===== config.mk =====
export PLATFORM = sky130hd
export DESIGN_NAME = time_digit_counter
export DESIGN_NICKNAME = d
export VERILOG_FILES = /design/src/rtl/time_digit_counter.sv
export SDC_FILE = /design/constraint.sdc
export NUM_CORES = 1
export LEC_CHECK = 0
export CAP_MARGIN = 20
export CELL_PAD_IN_SITES_DETAIL_PLACEMENT = 0
export CELL_PAD_IN_SITES_GLOBAL_PLACEMENT = 1
export CORE_MARGIN = 1
export CORE_UTILIZATION = 35
export DETAILED_ROUTE_END_ITERATION = 16
export PLACE_DENSITY_LB_ADDON = 0.1
export RECOVER_POWER = 25
export SETUP_SLACK_MARGIN = 0.1
export SLEW_MARGIN = 20
export SYNTH_ARGS = -nofsm -noshare
export SYNTH_HDL_FRONTEND = slang
export SYNTH_SLANG_ARGS = --single-unit
export TNS_END_PERCENT = 100

===== constraint.sdc =====
create_clock -name clock -period 4.6 [get_ports clock]
set_clock_uncertainty 0.15 [all_clocks]
set_input_delay 1.38 -clock clock [delete_from_list [all_inputs] [get_ports clock]]
set_output_delay 1.38 -clock clock [all_outputs]
set_load 0.005 [all_outputs]

===== src/rtl/time_digit_counter.sv =====
// Single time digit: prescaled up/down counter with run/hold FSM,
// synchronous preset/clear, carry/borrow pulse and registered 7-seg output.
module time_digit_counter #(
  parameter int MODULUS        = 10,
  parameter int PRESCALE       = 1,
  parameter bit SEG_ACTIVE_LOW = 1'b1
) (
  input  logic       clock,
  input  logic       RESET,
  input  logic       tick,
  input  logic       ctrl_en,
  input  logic       start,
  input  logic       stop,
  input  logic       up,
  input  logic       load,
  input  logic [3:0] load_value,
  input  logic       clear,
  output logic [3:0] digit,
  output logic       wrap,
  output logic [6:0] seg,
  output logic       running
);

  typedef enum logic {
    HOLD = 1'b0,
    RUN  = 1'b1
  } state_t;

  localparam logic [3:0]  DIGIT_MAX = 4'(MODULUS - 1);
  localparam logic [15:0] PC_LAST   = 16'(PRESCALE - 1);

  state_t      state;
  state_t      state_next;
  logic [15:0] pc;
  logic [15:0] pc_next;
  logic [3:0]  digit_next;
  logic        wrap_next;
  logic        step;

  // Segment pattern for a hex value, bit 0 = a ... bit 6 = g
  function automatic logic [6:0] seg_encode(input logic [3:0] value);
    logic [6:0] pattern;
    case (value)
      4'h0:    pattern = 7'h3F;
      4'h1:    pattern = 7'h06;
      4'h2:    pattern = 7'h5B;
      4'h3:    pattern = 7'h4F;
      4'h4:    pattern = 7'h66;
      4'h5:    pattern = 7'h6D;
      4'h6:    pattern = 7'h7D;
      4'h7:    pattern = 7'h07;
      4'h8:    pattern = 7'h7F;
      4'h9:    pattern = 7'h6F;
      4'hA:    pattern = 7'h77;
      4'hB:    pattern = 7'h7C;
      4'hC:    pattern = 7'h39;
      4'hD:    pattern = 7'h5E;
      4'hE:    pattern = 7'h79;
      default: pattern = 7'h71;
    endcase
    return SEG_ACTIVE_LOW ? ~pattern : pattern;
  endfunction

  // Next count, prescaler and wrap; clear overrides load, load overrides step
  always_comb begin
    pc_next    = pc;
    digit_next = digit;
    wrap_next  = 1'b0;
    step       = 1'b0;
    if (state == RUN && tick) begin
      if (pc == PC_LAST) begin
        pc_next = '0;
        step    = 1'b1;
      end else begin
        pc_next = pc + 16'd1;
      end
    end
    if (step) begin
      if (up) begin
        if (digit == DIGIT_MAX) begin
          digit_next = '0;
          wrap_next  = 1'b1;
        end else begin
          digit_next = digit + 4'd1;
        end
      end else begin
        if (digit == '0) begin
          digit_next = DIGIT_MAX;
          wrap_next  = 1'b1;
        end else begin
          digit_next = digit - 4'd1;
        end
      end
    end
    if (clear) begin
      digit_next = '0;
      pc_next    = '0;
      wrap_next  = 1'b0;
    end else if (load) begin
      digit_next = (load_value > DIGIT_MAX) ? DIGIT_MAX : load_value;
      pc_next    = '0;
      wrap_next  = 1'b0;
    end
  end

  // Run/hold request decoding; stop dominates start
  always_comb begin
    state_next = state;
    if (ctrl_en) begin
      if (stop) begin
        state_next = HOLD;
      end else if (start) begin
        state_next = RUN;
      end
    end
  end

  // State, count and registered outputs; seg follows digit_next so both land together
  always_ff @(posedge clock) begin
    if (!RESET) begin
      state   <= HOLD;
      running <= 1'b0;
      pc      <= '0;
      digit   <= '0;
      wrap    <= 1'b0;
      seg     <= seg_encode(4'd0);
    end else begin
      state   <= state_next;
      running <= (state_next == RUN);
      pc      <= pc_next;
      digit   <= digit_next;
      wrap    <= wrap_next;
      seg     <= seg_encode(digit_next);
    end
  end

endmodule

==> results of run 1 <==
through the flow:
step                utilization, %  instances
finish                        44.7        296
global route                  44.7        296
CTS                           44.7        296
detailed placement            42.9        289
global placement              42.9        289
floorplan                        -        204
routing by layer:
metal  vias to the layer above  global-route usage, %  share of wire, %
met5                         -                      0                 0
met4                         0                   5.23              0.82
met3                         2                   4.28               4.3
met2                        35                   29.5                50
met1                       712                   19.2                44
li1                        781                      -                 -
worst min-delay path, stage by stage, from the launching register on:
cell	delay, ps
dfxtp_1	330
o21ai_0	80
a21oi_1	60
layout by cell type, fill, tap and decap left out, types with 3 or more instances in the layout:
cell and count:
dfxtp_1 29, nor2_1 25, nand2_1 19, clkdlybuf4s50_1 15
dlygate4sd3_1 10, xor2_1 9, a21oi_1 8, ha_1 8
inv_1 7, nand3_1 7, and3_1 6, xnor2_1 6
clkbuf_8 6, nand4_1 5, nand2b_1 4, nor3_1 4
a211oi_1 4, o21ai_0 3, nor4_1 3, mux2i_1 3
or3_1 3
sequential cells by signal, summed over array words and instances (netlist names):
| signal | flops |
|---|---|
| pc | 16 |
| seg | 7 |
| digit | 4 |
| state | 1 |
| wrap | 1 |
where the power goes:
part	switching (W)	total, W	internal [W]
clock	0.0000910	0.000209	0.000118
combinational	0.0000391	0.0000775	0.0000384
sequential	0.00000420	0.000261	0.000257
cell families after synthesis:
| group | Yosys count | share of synthesized area, % |
|---|---|---|
| flops | 29 | 32.9 |
| xor+xnor | 15 | 7.44 |
| fa+ha+maj | 8 | 5.67 |
| buf+inv | 18 | 5.24 |
| simple gates | 93 | 28.6 |
| compound gates | 37 | 17.9 |
| mux | 4 | 2.34 |
cells in the mapped netlist, types with 3 or more instances:
| cell type | count |
|---|---|
| a211oi_1 | 4 |
| a21oi_1 | 8 |
| and3_1 | 6 |
| clkbuf_1 | 3 |
| dfxtp_1 | 29 |
| ha_1 | 8 |
| inv_1 | 7 |
| mux2i_1 | 3 |
| nand2_1 | 19 |
| nand2b_1 | 4 |
| nand3_1 | 7 |
| nand4_1 | 5 |
| nor2_1 | 25 |
| nor3_1 | 4 |
| nor4_1 | 3 |
| o21ai_0 | 3 |
| or3_1 | 3 |
| xnor2_1 | 6 |
| xor2_1 | 9 |
worst paths after layout:
path	startpoint	endpoint	slack [ps]	cells past startpoint
worst max register to register	pc[0]$_SDFFE_PP0N_	seg[6]$_SDFF_PN1_	1680	9
worst max-delay path	up	seg[6]$_SDFF_PN1_	670	8
worst min register to register	pc[9]$_SDFFE_PP0N_	pc[9]$_SDFFE_PP0N_	360	2
worst min-delay path	pc[9]$_SDFFE_PP0N_	pc[9]$_SDFFE_PP0N_	360	2
final cells by class:
type | instances | area, um2 | area share [%]
Inverter | 10 | 37.5 | 1.76
Sequential cell | 29 | 581 | 27.2
Clock buffer | 7 | 86.3 | 4.04
Timing Repair Buffer | 26 | 258 | 12.1
Multi-Input combinational cell | 157 | 1090 | 51.1
Tap cell | 67 | 83.8 | 3.92
==> qor.yml, run 1 <==
pwr:
  peakVddDrop_mv: 0.201
  p_per_area_mw_per_mm2: 256
  power_w: 0.000548
  leakage_nw: 0.761
sta:
  tightest_slew_ps: 992
  slew_viol_final: 0
  hold_viol: 0
  max_freq_mhz: 254
  finalCritPeriodShare_pct: 85.5
  fin_ws_ps: 667
  finalSetupViolations: 0
  period_needed_ps: 3930
  rsz0062_at_grt: "no"
  fin_tns_setup_ps: 0
  whs_ps: 356
  relSlewSlack_pct: 33.6
global_routing:
  grt_max_degree: 17
  grt_first_pass_wirelength_mm: 6.69
  gr-usage-all-layers_pct: 16.6
  grt_antenna_before_repair: 0
  first_global_vias: 1444
  gr-total-overflow: 0
worst_setup_path:
  cp-end-kind: "flop"
  cpPeakStageDelay_ps: 590
  path_cells: "clkdlybuf4s50_1 -> or4_2 -> o211a_1 -> o311ai_2 -> a31oi_1 -> mux2_1 -> nand2_1 -> o311ai_1"
  path_buf_inv: 1
  worst_setup_path_start_kind: "input port"
  cp.arrival_ps: 3900
  crit_slowest_cell: "or4_2"
  cp.required_ps: 4570
  crit_family: "compound AO/OA/AOI/OAI gates"
  cp_max_fo: 11
  critPathKind: "input port to flop"
placed_design:
  numPortBuffers: 25
  gp_congestion: 0.844
  dpl.hpwl_mm: 3.05
  place_area_mm2: 0.00205
  pre_cts_ws_ps: 396
yosys:
  synthArstFlopShare_pct: 0
  synth_warnings: 0
  synth_top_cell_area_share_pct: 32.9
  syn-cell-area_mm2: 0.00177
  synth_cell_types: 60
  avgSynthCellArea_um2: 8.65
  synth-main-ff-cell: "dfxtp_1"
  postSynthCellCount: 204
  synth_edf_count: 0
  ys_ff_latch: 29
  yosysTopAreaCell: "dfxtp_1"
  synth.area.top_cells: "dfxtp_1, ha_1, nor2_1"
  syn_nets: 225
  ys_seq_area_share_pct: 32.9
clock_tree:
  htree_levels: 2
  cts_hold_buf: 0
  cts_setup_buffers: 0
  numCtsBuffers: 5
  path_clk_slew_ps: 60
  clockBufferDepth: 2
  cts_tree: "built"
  clk_latency_ps: 270
  cts-root-buf: "clkbuf_8"
  post_cts_resized: 0
  cts.sinks: 29
routing:
  ant_nets: 0
  firstDrtPassIters: 4
  viasPerCell: 5.17
  routed-via-count: 1530
  wl_mm: 4.03
  drt-wirelength-per-cell_um: 13.6
  drtIter0Drc: 71
  post-route-drc-count: 0
floorplanning:
  coreArea_mm2: 0.00479
  initial_core_util_pct: 36.9
  ioPinCount: 26
  fp.dieH_um: 73.0
  dieArea_mm2: 0.00533
  dieWidth_um: 73.0
  num_rows: 25
worst_hold_path:
  hold_class: "flop to flop"
final_layout:
  syn_to_final_growth_pct: 21.1
  design_area_mm2: 0.00214
  drive_above_1_share_pct: 11.4
  fill_cells: 487
  n_antenna_cell: 0
  final_nets: 250
status:
  status: "complete, no violations"
run:
  drv_cap: 0
No activity file was read; power rests on OpenSTA's default activity.
==> run 2, diff against run 1 <==
CAP_MARGIN = unset   (was 20)
==> results of run 2 <==
Same layout as run 1: the final DEF is identical, and so are final timing and power.
